<file path="src/rtl/apb_cmd_sequencer.sv">
// rtl/apb_cmd_sequencer.sv - queued write/read/poll command engine for a single-transaction APB master
// Commands pass through a small FIFO and are issued one at a time; each gets exactly one in-order response.
module apb_cmd_sequencer #(
  parameter int DEPTH    = 4,
  parameter int POLL_MAX = 1024,
  parameter int POLL_GAP = 4
) (
  input  logic        clk,
  input  logic        rst_n,
  input  logic        cmd_valid,
  output logic        cmd_ready,
  input  logic [1:0]  cmd_op,
  input  logic [11:0] cmd_addr,
  input  logic [31:0] cmd_data,
  input  logic [31:0] cmd_mask,
  output logic        m_start,
  output logic        m_rw,
  output logic [11:0] m_addr,
  output logic [31:0] m_wdata,
  input  logic [31:0] m_rdata,
  input  logic        m_idle,
  output logic        rsp_valid,
  output logic [31:0] rsp_data,
  output logic        rsp_timeout,
  output logic        busy
);
  localparam int AW = $clog2(DEPTH);
  localparam int CW = $clog2(POLL_MAX + 1);
  localparam int GW = (POLL_GAP < 2) ? 1 : $clog2(POLL_GAP);
  localparam logic [AW:0]   FULL     = (AW + 1)'(DEPTH);
  localparam logic [CW-1:0] ATT_MAX  = CW'(POLL_MAX);
  localparam logic [GW-1:0] GAP_LOAD = GW'((POLL_GAP > 0) ? POLL_GAP - 1 : 0);

  typedef enum logic [2:0] {S_IDLE, S_ISSUE, S_WAIT_ACK, S_WAIT_DONE, S_GAP, S_RESP} state_t;

  logic [77:0]   r_fifo [DEPTH];
  logic [AW-1:0] r_wr_ptr, r_rd_ptr;
  logic [AW:0]   r_count;

  state_t        r_state;
  logic [1:0]    r_op;
  logic [31:0]   r_data, r_mask;
  logic [CW-1:0] r_attempt;
  logic [GW-1:0] r_gap;
  logic          r_start, r_rw, r_rsp_valid, r_rsp_timeout;
  logic [11:0]   r_addr;
  logic [31:0]   r_wdata, r_rsp_data;

  logic          w_push, w_pop, w_match;
  logic [77:0]   w_head;
  logic [CW-1:0] w_att_nxt;

  assign cmd_ready   = (r_count != FULL);
  assign busy        = (r_count != '0) || (r_state != S_IDLE);
  assign w_push      = cmd_valid && cmd_ready;
  assign w_pop       = (r_state == S_IDLE) && (r_count != '0);
  assign w_head      = r_fifo[r_rd_ptr];
  assign w_match     = ((m_rdata & r_mask) == (r_data & r_mask));
  assign w_att_nxt   = r_attempt + CW'(1);

  assign m_start     = r_start;
  assign m_rw        = r_rw;
  assign m_addr      = r_addr;
  assign m_wdata     = r_wdata;
  assign rsp_valid   = r_rsp_valid;
  assign rsp_data    = r_rsp_data;
  assign rsp_timeout = r_rsp_timeout;

  // Storage needs no reset: entries are only read below the count.
  always_ff @(posedge clk) begin
    if (w_push) r_fifo[r_wr_ptr] <= {cmd_op, cmd_addr, cmd_data, cmd_mask};
  end

  always_ff @(posedge clk or negedge rst_n) begin
    if (!rst_n) begin
      r_wr_ptr <= '0;
      r_rd_ptr <= '0;
      r_count  <= '0;
    end else begin
      if (w_push) r_wr_ptr <= r_wr_ptr + AW'(1);
      if (w_pop)  r_rd_ptr <= r_rd_ptr + AW'(1);
      case ({w_push, w_pop})
        2'b10:   r_count <= r_count + (AW + 1)'(1);
        2'b01:   r_count <= r_count - (AW + 1)'(1);
        default: r_count <= r_count;
      endcase
    end
  end

  always_ff @(posedge clk or negedge rst_n) begin
    if (!rst_n) begin
      r_state       <= S_IDLE;
      r_op          <= '0;
      r_data        <= '0;
      r_mask        <= '0;
      r_attempt     <= '0;
      r_gap         <= '0;
      r_start       <= 1'b0;
      r_rw          <= 1'b0;
      r_addr        <= '0;
      r_wdata       <= '0;
      r_rsp_valid   <= 1'b0;
      r_rsp_data    <= '0;
      r_rsp_timeout <= 1'b0;
    end else begin
      r_start     <= 1'b0;
      r_rsp_valid <= 1'b0;
      case (r_state)
        S_IDLE: begin
          if (w_pop) begin
            r_op      <= w_head[77:76];
            r_rw      <= (w_head[77:76] == 2'b00);
            r_addr    <= w_head[75:64];
            r_wdata   <= w_head[63:32];
            r_data    <= w_head[63:32];
            r_mask    <= w_head[31:0];
            r_attempt <= '0;
            r_start   <= 1'b1;
            r_state   <= S_ISSUE;
          end
        end
        S_ISSUE: r_state <= S_WAIT_ACK;
        S_WAIT_ACK: begin
          if (!m_idle) r_state <= S_WAIT_DONE;
        end
        S_WAIT_DONE: begin
          if (m_idle) begin
            r_rsp_timeout <= 1'b0;
            r_rsp_data    <= m_rdata;
            if (r_op == 2'b00) begin
              r_rsp_data  <= '0;
              r_rsp_valid <= 1'b1;
              r_state     <= S_RESP;
            end else if (r_op == 2'b10) begin
              r_attempt <= w_att_nxt;
              if (w_match) begin
                r_rsp_valid <= 1'b1;
                r_state     <= S_RESP;
              end else if (w_att_nxt >= ATT_MAX) begin
                r_rsp_timeout <= 1'b1;
                r_rsp_valid   <= 1'b1;
                r_state       <= S_RESP;
              end else begin
                r_gap   <= GAP_LOAD;
                r_state <= S_GAP;
              end
            end else begin
              r_rsp_valid <= 1'b1;
              r_state     <= S_RESP;
            end
          end
        end
        S_GAP: begin
          if (r_gap == '0) begin
            r_start <= 1'b1;
            r_state <= S_ISSUE;
          end else begin
            r_gap <= r_gap - GW'(1);
          end
        end
        S_RESP:  r_state <= S_IDLE;
        default: r_state <= S_IDLE;
      endcase
    end
  end
endmodule

</file>
<file path="config.mk">
export PLATFORM = sky130hd
export DESIGN_NAME = apb_cmd_sequencer
export DESIGN_NICKNAME = d
export VERILOG_FILES = /design/src/rtl/apb_cmd_sequencer.sv
export SDC_FILE = /design/constraint.sdc
export NUM_CORES = 1
export LEC_CHECK = 0
export ABC_CLOCK_PERIOD_IN_PS = 6950
export CAP_MARGIN = 10
export CORE_ASPECT_RATIO = 1.25
export CORE_UTILIZATION = 50
export CTS_BUF_LIST = sky130_fd_sc_hd__clkbuf_8
export DETAILED_ROUTE_END_ITERATION = 10
export PLACE_DENSITY = 0.7
export RECOVER_POWER = 50
export SKIP_CTS_REPAIR_TIMING = 1
export SLEW_MARGIN = 20
export SYNTH_ARGS = -nofsm -noshare
export SYNTH_HDL_FRONTEND = slang
export SYNTH_SLANG_ARGS = --single-unit
</file>
<file path="constraint.sdc">
create_clock -name clk -period 6.95 [get_ports clk]
set_input_delay 1.39 -clock clk [delete_from_list [all_inputs] [get_ports clk]]
set_output_delay 1.39 -clock clk [all_outputs]
set_load 0.005 [all_outputs]
</file>
==> run metrics <==
outcome finished, violations left; failing checks capacitance limit, slew limit; delay-heaviest family, CP buffers and inverters; GRT Total Usage 22.14%; die width 168.2 um; via density per instance 5.339; initial antenna violation count 10; Pwr Density 422.5 nW/um^2; Worst-Margin Slew 2.849 ns; post-synthesis cell area 17270 sq um; CTS max path bufs 3; P&R area growth vs syn 20.89%; slowest stage delay, CP 2.09 ns; Routability Congestion 0.7710; sequence of cells on the critical path buf_6, clkbuf_1; leakage dissipation 8.038 nW; FMAX 222.3 MHz; cells after synthesis 1069; FILL cells 2575; # IOs 196; period utilization 64.72%; Final Skew 0.02327 ns; worst path arrival time 4.17 ns; Finished Cell Area 20880 sq um; Port Buffers 195; DP Wirelength 22.85 mm; worst vdd ir 219.4 uV; Site Rows 75; Routed WL 37.36 mm; DRC viols 0; H-tree Lvls 3; root buffer cell clkbuf_8; sequential area share after synthesis 74.11%; Final Max Slew Viols 121; Post-synth EDFFs 312; clock sinks 449; initial DRC count 702; setup TNS 0 ns; Crit Path Max Fanout 88; share of layout cells above drive strength 1 14.13%; syn avg cell area 16.15 sq um; RSZ-0062 raised after global routing no; Clock transition at path regs 0.06 ns; largest net degree at the start of global routing 89; first-pass GRT wire length 57.84 mm; post-synth net total 1191; Clk Latency, worst-skew pair 0.60 ns; Vias 9509; gr ovfl total 0; core area 33780 sq um; Die Ht 209.8 um; initial core utilization 51.11%; Buffers & Inverters on Critical Path 2; Post-synth ARST share 30.51%; Hold WS 0.4715 ns; vias in the first global route 9931; Slew HR -89.92%; flops & latches, synth 449; max-capacitance violation count 3; final number of setup-violating endpoints 0; critical path type input port to asynchronous set/reset pin; Placed Area 19550 sq um; minimum clock period 4.498 ns; die area 35290 sq um; Yosys Warn Count 0; CTS tree done; # nets final 1417; Min-Delay Path Class flop to flop; Most used DFF post-synth edfxtp_1; Inserted Clock Buffers 70; Crit. End Element asynchronous set/reset pin; Crit-path slowest cell clkbuf_1; count of different cell masters after synthesis 39; Hold Vio Cnt, Final 0; drt pass-1 iters 4; critical path launch point type input port; post-route antenna net violation count 0; WL/cell 20.98 um; Req. time, crit path 6.63 ns
## cell usage in the layout, fill, tap and decap left out, types with 2 or more instances in the layout
| master | instances |
|---|---|
| a21oi_1 | 7 |
| a22oi_1 | 16 |
| and3_1 | 5 |
| and3_4 | 2 |
| buf_4 | 7 |
| clkbuf_8 | 81 |
| clkdlybuf4s50_1 | 114 |
| clkinv_1 | 6 |
| clkinv_2 | 10 |
| clkinvlp_4 | 2 |
| dfrtp_1 | 135 |
| dfrtp_4 | 2 |
| diode_2 | 6 |
| dlygate4sd3_1 | 80 |
| edfxtp_1 | 312 |
| ha_1 | 7 |
| inv_1 | 39 |
| mux4_2 | 78 |
| nand2_1 | 310 |
| nand3_1 | 9 |
| nand4_1 | 6 |
| nor2_1 | 10 |
| nor3_1 | 4 |
| o21ai_0 | 40 |
| o31ai_1 | 2 |
| or3_1 | 4 |
| xnor2_1 | 6 |
| xor2_1 | 38 |
## flip-flops by register name, indices dropped and copies added, names as in the netlist, 3 cells and up
register and flops:
m_wdata 32, r_mask 32, m_addr 12, r_fifo 312
r_attempt 11, rsp_data 32, r_state 3, r_count 3
## Yosys cell counts (10+ instances only)
cell type  count  area [sq um]
edfxtp_1     312          9369
nand2_1      310          1164
dfrtp_1      137          3428
mux4_2        78          1757
o21ai_0       40         200.2
xor2_1        38         332.8
clkbuf_1      20         75.07
buf_2         17         85.08
a22oi_1       16         120.1
buf_6         11         123.9
inv_1         10         37.54
nor2_1        10         37.54
## final cells by class
| type | count | area [sq um] | share of cell area, % |
|---|---|---|---|
| flip-flops and latches | 449 | 12800 | 61.34 |
| multi-input cells | 560 | 4150 | 19.88 |
| repair buffers | 203 | 2009 | 9.626 |
| clock buffers | 81 | 1115 | 5.340 |
| well taps | 423 | 529.3 | 2.535 |
| clock inverters | 48 | 205.2 | 0.9830 |
| inverters | 11 | 46.29 | 0.2218 |
| diodes | 6 | 15.01 | 0.07193 |
## per-layer routing
metal / vias up / track usage [%] / share of wire [%]
met5: - / 0 / 0.094
met4: 6 / 7.555 / 2.0
met1: 4761 / 28.52 / 41
li1: 4377 / - / -
met3: 55 / 5.921 / 7.4
met2: 310 / 36.54 / 50
## power by group
| group | switching, mW | internal, mW |
|---|---|---|
| logic | 1.35 | 1.26 |
| clock network | 0.978 | 1.07 |
| registers | 0.507 | 3.65 |
| total | 2.84 | 5.98 |
## logic make-up (layout without fill, tap and decap cells)
logic type	after synthesis	after routing	synth area share, %
flip-flops	449	449	74.11
AND/OR/NAND/NOR	360	360	8.550
adder cells (fa/ha/maj)	8	8	0.6231
buffers and inverters	60	343	1.935
other	0	6	0
XOR/XNOR	44	44	2.232
AO/OA/AOI/OAI	69	69	2.319
multiplexers	79	79	10.23
## per-stage QoR
| stage | setup WS (ns) | power (mW) | util, % | instances |
|---|---|---|---|---|
| 3_5_place_dp | 2.970 | 6.897 | 57.88 | 1646 |
| 2_1_floorplan | 3.256 | 5.732 | - | 1069 |
| 5_1_grt | 1.658 | 9.350 | 61.77 | 1778 |
| 4_1_cts | 2.986 | 8.962 | 61.79 | 1775 |
| 3_3_place_gp | 3.038 | 6.833 | 57.88 | 1646 |
| 6_report | 2.452 | 8.820 | 61.79 | 1781 |
## worst paths after layout
kind                                         start                       end  slack (ns)  cells past startpoint
min                        rsp_timeout$_DFFE_PN0P_   rsp_timeout$_DFFE_PN0P_        0.47                      2
max                                          rst_n   r_rd_ptr[0]$_DFFE_PN0P_        2.45                      2
min reg2reg                rsp_timeout$_DFFE_PN0P_   rsp_timeout$_DFFE_PN0P_        0.47                      2
max in group clk                         cmd_valid    r_fifo[2][3]$_DFFE_PP_        2.80                      3
min in group asynchronous                    rst_n  rsp_data[10]$_DFFE_PN0P_        0.89                      1
max reg2reg                 r_count[0]$_DFFE_PN0P_    r_count[2]$_DFFE_PN0P_        3.09                     10
(Power assumes the default switching activity.)
